File: src/rtl/keypad_scan_debounce_if.sv
// rtl/keypad_scan_debounce_if.sv - key event valid/ready channel
interface keypad_scan_debounce_if #(
   parameter int KEY_W = 4
);
   logic             evt_valid;
   logic             evt_ready;
   logic [KEY_W-1:0] evt_code;
   logic             evt_press;

   modport master (output evt_valid, output evt_code, output evt_press, input evt_ready);
   modport slave  (input evt_valid, input evt_code, input evt_press, output evt_ready);
endinterface

File: src/rtl/keypad_scan_debounce.sv
// rtl/keypad_scan_debounce.sv - keypad matrix scanner with per-key debounce
// Strobes rows active-low, debounces each key, and reports flips as coded events.
module keypad_scan_debounce #(
   parameter int ROWS       = 4,
   parameter int COLS       = 4,
   parameter int SCAN_DWELL = 100,
   parameter int DEBOUNCE   = 4,
   parameter int KEY_W      = 4
) (
   input  logic                   clk,
   input  logic                   reset,
   input  logic [COLS-1:0]        keypadCol,
   output logic [ROWS-1:0]        keypadRow,
   keypad_scan_debounce_if.master evt,
   output logic [ROWS*COLS-1:0]   pressed_map,
   output logic                   any_down,
   output logic                   overflow,
   input  logic                   ovf_clr
);
   localparam int N    = ROWS * COLS;
   localparam int DW_W = (SCAN_DWELL > 1) ? $clog2(SCAN_DWELL) : 1;
   localparam int RW   = (ROWS > 1) ? $clog2(ROWS) : 1;
   localparam int IW   = (N > 1) ? $clog2(N) : 1;
   localparam logic [3:0] DB = 4'(DEBOUNCE);

   logic [DW_W-1:0]  r_dwell;
   logic [RW-1:0]    r_row;
   logic [3:0]       r_cnt [N];
   logic [N-1:0]     r_map;
   logic             r_valid;
   logic [KEY_W-1:0] r_code;
   logic             r_press;
   logic             r_ovf;

   logic [3:0]       w_cnt_nxt [N];
   logic [N-1:0]     w_map_nxt;
   logic             w_sample;
   logic             w_flip;
   logic [IW-1:0]    w_flip_idx;
   logic             w_flip_press;
   logic [IW-1:0]    w_idx;
   logic             w_raw;
   logic [3:0]       w_inc;
   logic             w_drop;
   logic [ROWS-1:0]  w_row;

   assign w_sample = (r_dwell == DW_W'(SCAN_DWELL - 1));
   assign w_drop   = w_flip && r_valid && !evt.evt_ready;

   always_comb begin
      w_row = '1;
      for (int r = 0; r < ROWS; r++) begin
         if (r_row == RW'(r)) w_row[ROWS-1-r] = 1'b0;
      end
   end

   // Lowest column that reaches DEBOUNCE takes the single flip slot of this row sample.
   always_comb begin
      w_cnt_nxt    = r_cnt;
      w_map_nxt    = r_map;
      w_flip       = 1'b0;
      w_flip_idx   = '0;
      w_flip_press = 1'b0;
      w_idx        = '0;
      w_raw        = 1'b0;
      w_inc        = '0;
      if (w_sample) begin
         for (int c = 0; c < COLS; c++) begin
            w_idx = IW'(int'(r_row) * COLS + c);
            w_raw = ~keypadCol[COLS-1-c];
            if (w_raw == r_map[w_idx]) begin
               w_cnt_nxt[w_idx] = 4'd0;
            end else begin
               w_inc = (r_cnt[w_idx] >= DB) ? DB : r_cnt[w_idx] + 4'd1;
               if (w_inc == DB && !w_flip) begin
                  w_flip           = 1'b1;
                  w_flip_idx       = w_idx;
                  w_flip_press     = w_raw;
                  w_map_nxt[w_idx] = w_raw;
                  w_cnt_nxt[w_idx] = 4'd0;
               end else begin
                  w_cnt_nxt[w_idx] = w_inc;
               end
            end
         end
      end
   end

   always_ff @(posedge clk or posedge reset) begin
      if (reset) begin
         r_dwell <= '0;
         r_row   <= '0;
         for (int i = 0; i < N; i++) r_cnt[i] <= 4'd0;
         r_map   <= '0;
         r_valid <= 1'b0;
         r_code  <= '0;
         r_press <= 1'b0;
         r_ovf   <= 1'b0;
      end else begin
         if (w_sample) begin
            r_dwell <= '0;
            r_row   <= (r_row == RW'(ROWS - 1)) ? '0 : r_row + 1'b1;
         end else begin
            r_dwell <= r_dwell + 1'b1;
         end
         r_cnt <= w_cnt_nxt;
         r_map <= w_map_nxt;
         // A fresh event may load on the same edge the previous one is taken.
         if (w_flip && (!r_valid || evt.evt_ready)) begin
            r_valid <= 1'b1;
            r_code  <= KEY_W'(w_flip_idx);
            r_press <= w_flip_press;
         end else if (r_valid && evt.evt_ready) begin
            r_valid <= 1'b0;
         end
         if (w_drop)       r_ovf <= 1'b1;
         else if (ovf_clr) r_ovf <= 1'b0;
      end
   end

   assign keypadRow     = w_row;
   assign pressed_map   = r_map;
   assign any_down      = |r_map;
   assign overflow      = r_ovf;
   assign evt.evt_valid = r_valid;
   assign evt.evt_code  = r_code;
   assign evt.evt_press = r_press;
endmodule

File: src/flat_wrapper.sv
// flat-port wrapper written by rule: the top's interface ports become plain ports
module keypad_scan_debounce_flat 
#(
   parameter int ROWS       = 4,
   parameter int COLS       = 4,
   parameter int SCAN_DWELL = 100,
   parameter int DEBOUNCE   = 4,
   parameter int KEY_W      = 4
)
  (clk, reset, keypadCol, keypadRow, pressed_map, any_down, overflow, ovf_clr, evt_evt_valid, evt_evt_code, evt_evt_press, evt_evt_ready);
  keypad_scan_debounce_if #(.KEY_W(KEY_W)) evt_i ();
  input  logic clk;
  input  logic reset;
  input  logic [COLS-1:0] keypadCol;
  output logic [ROWS-1:0] keypadRow;
  output logic [ROWS*COLS-1:0] pressed_map;
  output logic any_down;
  output logic overflow;
  input  logic ovf_clr;
  output wire logic [$bits(evt_i.evt_valid)-1:0] evt_evt_valid;
  output wire logic [$bits(evt_i.evt_code)-1:0] evt_evt_code;
  output wire logic [$bits(evt_i.evt_press)-1:0] evt_evt_press;
  input wire logic [$bits(evt_i.evt_ready)-1:0] evt_evt_ready;
  assign evt_evt_valid = evt_i.evt_valid;
  assign evt_evt_code = evt_i.evt_code;
  assign evt_evt_press = evt_i.evt_press;
  assign evt_i.evt_ready = evt_evt_ready;
  keypad_scan_debounce #(.ROWS(ROWS), .COLS(COLS), .SCAN_DWELL(SCAN_DWELL), .DEBOUNCE(DEBOUNCE), .KEY_W(KEY_W)) u_core (.clk(clk), .reset(reset), .keypadCol(keypadCol), .keypadRow(keypadRow), .evt(evt_i), .pressed_map(pressed_map), .any_down(any_down), .overflow(overflow), .ovf_clr(ovf_clr));
endmodule
File: config.mk
export PLATFORM = sky130hd
export DESIGN_NAME = keypad_scan_debounce_flat
export DESIGN_NICKNAME = d
export VERILOG_FILES = /design/src/rtl/keypad_scan_debounce_if.sv /design/src/rtl/keypad_scan_debounce.sv /design/src/flat_wrapper.sv
export SDC_FILE = /design/constraint.sdc
export NUM_CORES = 1
export LEC_CHECK = 0
export ABC_AREA = 1
export BUFFER_PORTS_ARGS = -buffer_cell sky130_fd_sc_hd__buf_2
export CAP_MARGIN = 0
export CELL_PAD_IN_SITES_DETAIL_PLACEMENT = 0
export CELL_PAD_IN_SITES_GLOBAL_PLACEMENT = 2
export CORE_UTILIZATION = 39
export DETAILED_ROUTE_END_ITERATION = 16
export PLACE_DENSITY = 0.89
export SETUP_SLACK_MARGIN = 0.2
export SKIP_CTS_REPAIR_TIMING = 1
export SYNTH_ARGS = -nofsm -noshare
export SYNTH_HDL_FRONTEND = slang
export SYNTH_SLANG_ARGS = --single-unit
File: constraint.sdc
create_clock -name clk -period 6.8 [get_ports clk]
set_input_delay 1.02 -clock clk [delete_from_list [all_inputs] [get_ports clk]]
set_output_delay 1.02 -clock clk [all_outputs]
set_load 0.005 [all_outputs]
==> results of run 1 <==
==> layout by cell type (no fill, tap or decap), types with 8 or more instances in the layout <==
cell type,netlist,layout
sky130_fd_sc_hd__nand2_1,130,130
sky130_fd_sc_hd__dfrtp_1,96,96
sky130_fd_sc_hd__nand3_1,65,65
sky130_fd_sc_hd__o21ai_0,27,27
sky130_fd_sc_hd__o31ai_1,8,8
sky130_fd_sc_hd__nor2_1,45,45
sky130_fd_sc_hd__o22ai_1,10,10
sky130_fd_sc_hd__inv_1,72,71
sky130_fd_sc_hd__a22o_1,8,8
sky130_fd_sc_hd__clkbuf_16,0,9
sky130_fd_sc_hd__buf_2,6,35
sky130_fd_sc_hd__ha_1,9,9
sky130_fd_sc_hd__o211ai_1,11,11
sky130_fd_sc_hd__o21ai_1,28,28
sky130_fd_sc_hd__a21oi_1,8,8
sky130_fd_sc_hd__o21a_1,9,9
==> routing by layer <==
layer / part of all wire [%] / wire length, um / GRT usage, %
met5: 0 / 0 / 0
met4: 2.2 / 290 / 9.09
met3: 4.0 / 521 / 3.06
met2: 45 / 5980 / 33.9
met1: 48 / 6360 / 30.4
==> worst min-delay path by stage <==
stage                           start                end  slack [ps]
floorplan           u_core.r_dwell[0]  u_core.r_dwell[0]         430
global placement    u_core.r_dwell[0]  u_core.r_dwell[0]         450
detailed placement  u_core.r_dwell[0]  u_core.r_dwell[0]         450
CTS                 u_core.r_dwell[0]  u_core.r_dwell[0]         460
global route        u_core.r_dwell[0]  u_core.r_dwell[0]         470
finish              u_core.r_dwell[0]  u_core.r_dwell[0]         460
==> critical path, cell delays in order, from the launching register on <==
cell	delay, ps
sky130_fd_sc_hd__dfrtp_1	890
sky130_fd_sc_hd__inv_4	270
sky130_fd_sc_hd__nand3_1	160
sky130_fd_sc_hd__nand2_1	110
sky130_fd_sc_hd__inv_1	80
sky130_fd_sc_hd__ha_1	240
sky130_fd_sc_hd__o21ai_2	180
sky130_fd_sc_hd__nand2_1	110
sky130_fd_sc_hd__nand2_1	330
sky130_fd_sc_hd__nand2_1	240
sky130_fd_sc_hd__nand2_1	240
sky130_fd_sc_hd__o211ai_1	120
sky130_fd_sc_hd__o21a_1	120
==> final cells by class <==
cell class / count / area [um2] / area share [%]
tap: 168 / 210 / 3.80
clock buffer: 12 / 256 / 4.64
multi-input combinational: 397 / 2100 / 38.0
inverter: 82 / 315 / 5.70
sequential: 96 / 2400 / 43.4
clock inverter: 4 / 52.6 / 0.950
timing repair buffer: 37 / 190 / 3.44
==> registers in the layout (all words and copies together) (netlist names) <==
| register | cells |
|---|---|
| u_core.pressed_map | 16 |
| u_core.r_row | 2 |
| u_core.r_dwell | 7 |
| u_core.evt.evt_code | 4 |
| u_core.overflow | 1 |
| u_core.evt.evt_valid | 1 |
| u_core.evt.evt_press | 1 |
| u_core.r_cnt | 64 |
==> power by group through the flow <==
stage               Combinational [W]  Clock, W  Sequential, W
global placement            0.0000374         0       0.000585
global route                0.0000419  0.000566       0.000573
floorplan                   0.0000240         0       0.000584
CTS                         0.0000379  0.000545       0.000574
detailed placement          0.0000379         0       0.000585
finish                      0.0000368  0.000536       0.000574
==> stage by stage <==
step / area (um2) / utilization (%) / hold slack (ps)
floorplan: 4960 / - / 433
global placement: 5220 / 42.7 / 452
detailed placement: 5220 / 42.7 / 453
CTS: 5530 / 45.3 / 461
global route: 5530 / 45.3 / 474
finish: 5530 / 45.3 / 460
==> cell families (layout without fill, tap and decap cells) <==
logic type | count (synthesis) | count (layout) | synth area share, %
AND/OR/NAND/NOR | 275 | 275 | 25.6
flip-flops | 96 | 96 | 48.4
XOR/XNOR | 3 | 3 | 1.06
AO/OA/AOI/OAI | 110 | 110 | 13.4
buffers and inverters | 103 | 135 | 9.25
adder cells (fa/ha/maj) | 9 | 9 | 2.27
==> run metrics, run 1 <==
count of warnings emitted by yosys=0; First DRT Iteration DRCs=283; sequential fraction of the synthesis area=48.4%; relative contribution of the clock network to total power=46.8%; upper clock frequency limit=311 MHz; endpoint kind of the worst setup timing path=flip-flop; Antenna Diode Count=0; worst slew slack as a fraction of its limit=37.2%; WL/cell=around 17 um; internal power=0.000886 W; hpwl dp=8710 um; DP Cell Count=780; antenna violations before repair=0; Cells after Synth=596; leakage power=2.71 nW; area share of the leading cell type in the synthesized netlist=48.4%; Clock Tree Buf Depth=2; worst hold path cell count=1; core region area=12200 um2; die span in x=115 um; endpoint required time on the critical path=7050 ps; Initial DRT Pass Iterations=4; IO Pins=36; crit path capture=u_core.r_cnt[28]; Site Rows=40; Yosys top cell by area=sky130_fd_sc_hd__dfrtp_1; crit path launch=u_core.r_row[1]; wire length after detailed routing=13100 um; max_cap viols=0; share of flip-flops with an asynchronous set or reset after synthesis=between 90% and 100%; Area Growth Syn to Fin=11.4%; mean instance size in the synthesized netlist=about 8.3 um2; worst slack at placement=3620 ps; Min-Delay Path Class=flip-flop to flip-flop; largest cells by area after synthesis=sky130_fd_sc_hd__dfrtp_1, sky130_fd_sc_hd__nand2_1, sky130_fd_sc_hd__nand3_1; Via Count=4072; unrepaired setup endpoints after global routing=false; die height=roughly 110 um; remaining global-route overflow=0; # H-tree levels=3; number of cells on the worst reg-to-reg path=12; global routing usage summed across all routing layers=21.7%; power per unit of standard cell area=207 nW/um2; worst-case vdd ir drop=0.106 mV; fin crit share=47.3%; Mapped Nets=613; clock skew after layout=5.67 ps; Filler Cells Inserted=1240; final-report setup violation count=0; summed instance area of the synthesized netlist=4960 um2; number of hold violations in the final report=0; count of flip-flops with a built-in enable after synthesis=0; count of distinct cell types in the synthesized netlist=38; Worst setup SP type=flip-flop; Crit Path Class=flip-flop to flip-flop; NetSw=0.000261 W; Post-layout nets=640; Worst R2R Setup Slack=3580 ps; Post-route DRC=0; non-filler instance count after layout=796; result of the run=finished, final reports clean; capture instance of the worst register-to-register path=u_core.r_cnt[28]; Setup TNS=0 ps; CP arrival=3460 ps; clk_lat worst skew=approximately 360 ps; clock buffers created by TritonCTS=9; Tmin final=3220 ps; pin count of the biggest net entering global routing=74; die outline area=between 10000 and 15000 um2; Final Worst Setup Slack=3580 ps; most frequently used cell type in the post-synthesis netlist=sky130_fd_sc_hd__nand2_1; Net Sw Frac=22.7%; clock tree from TritonCTS=built; highest net fanout along the worst path=20; via count of the first global-routing pass=3936; final count of pins violating max slew=0; startpoint of the worst-slack reg-to-reg timing path=u_core.r_row[1]; share of total power in sequential cells=50.0%; Clock Tree Root=sky130_fd_sc_hd__clkbuf_16; Post-DRT Antenna Nets=0; global-route wire length before repair=roughly 21000 um; fraction of layout cells with a size suffix above 1=13.9%; dominant synthesized flop cell=sky130_fd_sc_hd__dfrtp_1; starting density of the core=40.6%; vias per cell=5.12; number of sinks on the clock net=96; most used standard cells in the synthesized netlist=sky130_fd_sc_hd__nand2_1, sky130_fd_sc_hd__dfrtp_1, sky130_fd_sc_hd__inv_1; clock transition at the registers of the reported paths=approximately 70 ps; number of buffer cells added on primary ports=35; Pwr Total=0.00115 W; transition time of the tightest slew-check pin=942 ps; count of state elements after synthesis=96; Gate power share=3.2%; routability congestion estimate=0.807
Note: power is estimated with default switching activity, not from simulation.
==> inputs of run 2 (changes only) <==
- ABC_AREA: 1 -> 0
- CORE_UTILIZATION: 39 -> 35
- PLACE_DENSITY: 0.89 -> 0.8
- clock period: 6.8 -> 2.87 ns (I/O delays scaled with it)
==> run 2 against run 1 <==
Maximum frequency up 13%. Sequential share of layout area down 4.6 points. Final area up 12%.
==> run metrics, run 2 <==
result of the run=finished, final reports clean; count of state elements after synthesis=96 (unchanged); commonest non-fill, non-tap cell in the layout=sky130_fd_sc_hd__nand2_1; highest-count cells in the layout ignoring fill and taps=sky130_fd_sc_hd__nand2_1, sky130_fd_sc_hd__dfrtp_1, sky130_fd_sc_hd__buf_2, sky130_fd_sc_hd__buf_4, sky130_fd_sc_hd__a21oi_1; global routing usage summed across all routing layers=18.8% (-2.9 points); WL/cell=17.8 um (+7.9%); Pwr Total=0.00282 W (+150%); vias per cell=5.13 (+0.37%); IO Pins=36 (unchanged); Final Worst Setup Slack=25.6 ps (-3560 ps); Mapped Nets=476 (-22%); area of combinational cells with multiple inputs=2550 um2 (+21%); routability congestion estimate=0.800 (-0.85%); worst slew slack as a fraction of its limit=52.8% (+16 points); Post-layout nets=546 (-15%); die height=118 um (+2.6%); clk_lat worst skew=350 ps (about the same); mean instance size in the synthesized netlist=10.2 um2 (+23%); Crit Path Class=flip-flop to flip-flop; global-route wire length before repair=20000 um (-6.4%); unrepaired setup endpoints after global routing=true; hpwl dp=8530 um (-2.0%); worst slack at placement=-51.2 ps (-3680 ps); die outline area=13900 um2 (+5.3%); endpoint required time on the critical path=3110 ps (-3940 ps); CP arrival=3080 ps (-380 ps); Initial DRT Pass Iterations=4 (unchanged); largest cells by area after synthesis=sky130_fd_sc_hd__dfrtp_1, sky130_fd_sc_hd__nand2_1, sky130_fd_sc_hd__mux4_2; worst-case vdd ir drop=0.298 mV (+180%); Site Rows=41 (+2.5%); fin crit share=99.1% (+52 points); Cells after Synth=459 (-23%); Via Count=3625 (-11%); final count of pins violating max slew=0 (unchanged); First DRT Iteration DRCs=199 (-30%); power per unit of standard cell area=456 nW/um2 (+120%); top cell family by delay on the critical path=multiplexers; max_cap viols=0 (unchanged); remaining global-route overflow=0 (unchanged); leakage power=2.77 nW (+2.4%); via count of the first global-routing pass=3601 (-8.5%); Post-DRT Antenna Nets=0 (unchanged); endpoint kind of the worst setup timing path=flip-flop; clock skew after layout=7.27 ps (+1.61 ps); clock transition at the registers of the reported paths=70 ps (about the same); Tmin final=2840 ps (-373 ps); Post-Route Hold Slack=220 ps (-241 ps); die span in x=118 um (+2.6%); share of flip-flops with an asynchronous set or reset after synthesis=100% (unchanged); dominant synthesized flop cell=sky130_fd_sc_hd__dfrtp_1; Clock Tree Buf Depth=2 (unchanged); count of flip-flops with a built-in enable after synthesis=0 (unchanged); fraction of layout cells with a size suffix above 1=36.1% (+22 points); number of flip-flops under the largest register name=64 (unchanged); pin count of the biggest net entering global routing=97 (+31%); number of hold violations in the final report=0 (unchanged); Post-route DRC=0 (unchanged); number of buffer cells added on primary ports=35 (unchanged); Buf/Inv on CP=1 (-1); wire length after detailed routing=12600 um (-4.3%); sequential fraction of the synthesis area=51.2% (+2.8 points); number of sinks on the clock net=96 (unchanged); Sequential Area=2400 um2 (about the same); Min-Delay Path Class=input pin to asynchronous set/reset pin; highest net fanout along the worst path=6 (-70%); upper clock frequency limit=352 MHz (+13%); final-report setup violation count=0 (unchanged); most used standard cells in the synthesized netlist=sky130_fd_sc_hd__nand2_1, sky130_fd_sc_hd__dfrtp_1, sky130_fd_sc_hd__a21oi_1; summed instance area of the synthesized netlist=4690 um2 (-5.4%); starting density of the core=36.6% (-4.0 points); register name with the most flops=u_core.r_cnt; area share of the leading cell type in the synthesized netlist=51.2% (+2.8 points); Worst setup SP type=flip-flop; clock tree from TritonCTS=built; most frequently used cell type in the post-synthesis netlist=sky130_fd_sc_hd__nand2_1; # H-tree levels=3 (unchanged); Critical Path Max Stage Delay=530 ps (-360 ps); count of warnings emitted by yosys=0 (unchanged); clock buffers created by TritonCTS=9 (unchanged); Area Growth Syn to Fin=31.8%; core region area=12800 um2 (+5.0%); transition time of the tightest slew-check pin=706 ps (-236 ps); Filler Cells Inserted=1200 (-3.2%); count of distinct cell types in the synthesized netlist=56 (+47%); antenna violations before repair=0 (unchanged); Yosys top cell by area=sky130_fd_sc_hd__dfrtp_1; Clock Tree Root=sky130_fd_sc_hd__clkbuf_16; cell chain of the critical path=buf_12, mux4_2, ha_4, or3b_4, o22a_1, a21boi_2, nor4b_2, or2_4, mux2_4; Antenna Diode Count=0 (unchanged); Slowest cell on crit path=sky130_fd_sc_hd__mux4_2
==> run 2: changes by cell type in the layout (fill, tap and decap cells not counted), moves of 12 or more <==
cell / before / now
sky130_fd_sc_hd__buf_4: 2 / 30
sky130_fd_sc_hd__nor2b_1: 0 / 17
sky130_fd_sc_hd__nor2_1: 45 / 18
sky130_fd_sc_hd__nand2_1: 130 / 108
sky130_fd_sc_hd__o21ai_1: 28 / 2
sky130_fd_sc_hd__nand3_1: 65 / 9
sky130_fd_sc_hd__o21ai_0: 27 / 15
sky130_fd_sc_hd__inv_1: 71 / 8
sky130_fd_sc_hd__a21oi_1: 8 / 20
sky130_fd_sc_hd__or2_2: 0 / 12
==> run 2: power by group <==
| part | internal, W | total, W | switching (W) |
|---|---|---|---|
| logic | 0.0000311 | 0.0000917 | 0.0000605 |
| clock network | 0.000853 | 0.00138 | 0.000525 |
| registers | 0.00135 | 0.00135 | 0.0000000000000000000128 |
| total | 0.00224 | 0.00282 | 0.000586 |
==> run 2: final timing paths <==
path	slack, ps	endpoint	depth (start not counted)	startpoint
setup reg to reg	30	u_core.evt.evt_code[2]	9	u_core.r_row[0]
max in group asynchronous	2230	u_core.r_row[0]	3	reset
hold / removal	220	u_core.r_cnt[34]	3	reset
min in group clk	270	u_core.overflow	2	ovf_clr
hold reg to reg	470	u_core.r_cnt[42]	2	u_core.r_cnt[42]
setup / recovery	30	u_core.evt.evt_code[2]	9	u_core.r_row[0]
==> run 2: tightest hold or removal path, stage by stage <==
cell and delay, ps:
sky130_fd_sc_hd__buf_2 110, sky130_fd_sc_hd__clkinvlp_4 70, sky130_fd_sc_hd__buf_12 390
==> run 2: cells by family (layout without fill, tap and decap cells) <==
group | count (synthesis) | after routing | synth area share (%)
AOI/OAI and AO/OA | 71 | 71 | 9.28
buffers and inverters | 31 | 106 | 2.93
muxes | 37 | 37 | 11.5
xor gates and xnor gates | 9 | 9 | 1.84
and+or+nand+nor | 206 | 206 | 20.9
adders and majority gates | 9 | 9 | 2.40
DFF | 96 | 96 | 51.2
==> run 2: area by class of cell <==
class / count / share of cell area (%)
Clock buffer: 9 / 3.64
Clock inverter: 7 / 1.90
Inverter: 11 / 0.789
Multi-Input combinational cell: 332 / 41.3
Sequential cell: 96 / 38.8
Tap cell: 172 / 3.48
Timing Repair Buffer: 79 / 10.1
==> run 2: metal layers <==
| metal | wire [um] | vias to the layer above | share of wire, % | GRT usage [%] |
|---|---|---|---|---|
| li1 | - | 1723 | - | - |
| met1 | 5850 | 1826 | 47 | 26.4 |
| met2 | 6030 | 58 | 48 | 29.2 |
| met3 | 461 | 18 | 3.7 | 3.15 |
| met4 | 229 | 0 | 1.8 | 6.81 |
| met5 | 0 | - | 0 | 0 |
==> run 2: through the flow <==
step	instances	setup TNS, ps	area, um2	utilization (%)
finish	706	0	6190	48.2
global route	706	-148	6190	48.2
CTS	696	-269	5800	45.2
detailed placement	680	-134	5450	42.5
global placement	680	-23.2	5450	42.5
floorplan	459	-365	4810	-
==> inputs of run 3 (changes only) <==
- SETUP_SLACK_MARGIN: 0.2 -> unset
==> run 3 against run 2 <==
Clock power fell by 14%. Clock skew fell by 1.8 ps. Register-to-register slack got worse by 20 ps. Global-route usage rose by 0.94 points. Worst hold slack barely moved. Die area did not move. Final cell count rose by 0.71%. Combinational power fell by 8.8%. Final area fell by 4.5%. Power fell by 7.2%. Largest cell class is now sequential cells. First-iteration DRC count fell by 5.0%. Utilization fell by 2.2 points.
==> run metrics, run 3 (synthesis gave the netlist of run 2 again) <==
remaining global-route overflow=0 (unchanged); starting density of the core=36.6% (unchanged); endpoint kind of the worst setup timing path=flip-flop; WL/cell=18.2 um (+2.3%); die height=118 um (unchanged); final-report setup violation count=0 (unchanged); fin crit share=99.6% (+0.54 points); fraction of layout cells with a size suffix above 1=32.5% (-3.7 points); number of sinks on the clock net=96 (unchanged); highest net fanout along the worst path=5 (-1); Clock Tree Buf Depth=2 (unchanged); clock skew after layout=5.45 ps (-1.82 ps); core region area=12800 um2 (unchanged); Post-Route Hold Slack=220 ps (+0.428 ps); IO Pins=36 (unchanged); result of the run=finished, final reports clean; pin count of the biggest net entering global routing=42 (-57%); Post-DRT Antenna Nets=0 (unchanged); routability congestion estimate=0.889 (+11%); clock tree from TritonCTS=built; Layout Cell Area excl Fill=5910 um2 (-4.5%); worst-case vdd ir drop=0.268 mV (-10%); vias per cell=5.18 (+0.91%); Post-route DRC=0 (unchanged); Clock Tree Root=sky130_fd_sc_hd__clkbuf_16; highest-count cells in the layout ignoring fill and taps=sky130_fd_sc_hd__nand2_1, sky130_fd_sc_hd__dfrtp_1, sky130_fd_sc_hd__buf_4, sky130_fd_sc_hd__buf_2, sky130_fd_sc_hd__a21oi_1; via count of the first global-routing pass=3668 (+1.9%); Post-Place Cell Area=5500 um2 (+0.87%); Worst setup SP type=flip-flop; clock buffers created by TritonCTS=9 (unchanged); antenna violations before repair=0 (unchanged); Crit Path Class=flip-flop to flip-flop; endpoint required time on the critical path=3110 ps (about the same); wire length after detailed routing=13000 um (+3.0%); clk_lat worst skew=350 ps (about the same); Site Rows=41 (unchanged); worst slew slack as a fraction of its limit=45.9% (-6.9 points); Pwr Total=0.00262 W (-7.2%); Min-Delay Path Class=input pin to asynchronous set/reset pin; max_cap viols=0 (unchanged); Post-layout nets=552 (+1.1%); Via Count=3684 (+1.6%); final count of pins violating max slew=0 (unchanged); unrepaired setup endpoints after global routing=true; clock transition at the registers of the reported paths=60 ps (about the same); power per unit of standard cell area=443 nW/um2 (-2.8%); Area Growth Syn to Fin=25.8%; register name with the most flops=u_core.r_cnt; transition time of the tightest slew-check pin=810 ps (+103 ps); number of flip-flops under the largest register name=64 (unchanged); upper clock frequency limit=350 MHz (-0.54%); commonest non-fill, non-tap cell in the layout=sky130_fd_sc_hd__nand2_1; hpwl dp=9520 um (+12%); Initial DRT Pass Iterations=4 (unchanged); CP arrival=3100 ps (+20 ps); Tmin final=2860 ps (+15.6 ps); First DRT Iteration DRCs=189 (-5.0%); die outline area=13900 um2 (unchanged); global routing usage summed across all routing layers=19.8% (+0.94 points); leakage power=2.71 nW (-2.3%); number of hold violations in the final report=0 (unchanged); # H-tree levels=3 (unchanged); global-route wire length before repair=20500 um (+2.6%); Antenna Diode Count=0 (unchanged); number of buffer cells added on primary ports=35 (unchanged); die span in x=118 um (unchanged)
==> run 3: layout make-up <==
type | count | area (um2)
Clock buffer | 13 | 280
Clock inverter | 2 | 12.5
Fill cell | 1238 | 6920
Inverter | 11 | 46.3
Multi-Input combinational cell | 332 | 2350
Sequential cell | 96 | 2400
Tap cell | 172 | 215
Timing Repair Buffer | 85 | 599
==> run 3: final timing paths <==
path,to,depth (start not counted),from,slack (ps)
setup / recovery,u_core.evt.evt_code[3],9,u_core.r_row[0],10
hold / removal,u_core.pressed_map[8],2,reset,220
setup reg to reg,u_core.evt.evt_code[3],9,u_core.r_row[0],10
hold reg to reg,u_core.r_cnt[14],2,u_core.r_cnt[14],460
max in group asynchronous,u_core.r_cnt[59],3,reset,1890
min in group clk,u_core.overflow,2,ovf_clr,260
==> run 3: per-stage QoR <==
stage                     TNS (ps)  worst slack (ps)  instances  utilization (%)
after floorplan               -365              -156        459                -
after CTS                     -213             -82.7        710             45.2
after detailed placement      -154             -62.5        695             42.9
after global routing          -411             -89.5        711             46.1
final                            0              10.1        711             46.1
after global placement       -7.70             -3.90        695             42.9
==> run 3: layer usage <==
layer	routed length, um	share of wire [%]	GRT usage [%]
met1	6160	48	27.4
met2	6020	46	30.6
met3	516	4.0	3.34
met4	257	2.0	7.93
met5	0	0	0
==> run 3: worst max-delay path, stage by stage, from the launching register on <==
cell and delay [ps]:
sky130_fd_sc_hd__dfrtp_1 410, sky130_fd_sc_hd__buf_6 150, sky130_fd_sc_hd__mux4_2 500, sky130_fd_sc_hd__ha_1 350
sky130_fd_sc_hd__nand3b_1 170, sky130_fd_sc_hd__o2bb2ai_4 100, sky130_fd_sc_hd__o21a_2 220, sky130_fd_sc_hd__nor4b_2 320
sky130_fd_sc_hd__or2_4 220, sky130_fd_sc_hd__mux2_4 300
==> run 3: power breakdown <==
part           leakage (nW)  internal (W)             switching [W]
Combinational          1.46     0.0000282                 0.0000554
Sequential             1.11       0.00135  0.0000000000000000000157
Clock                 0.144      0.000676                  0.000506
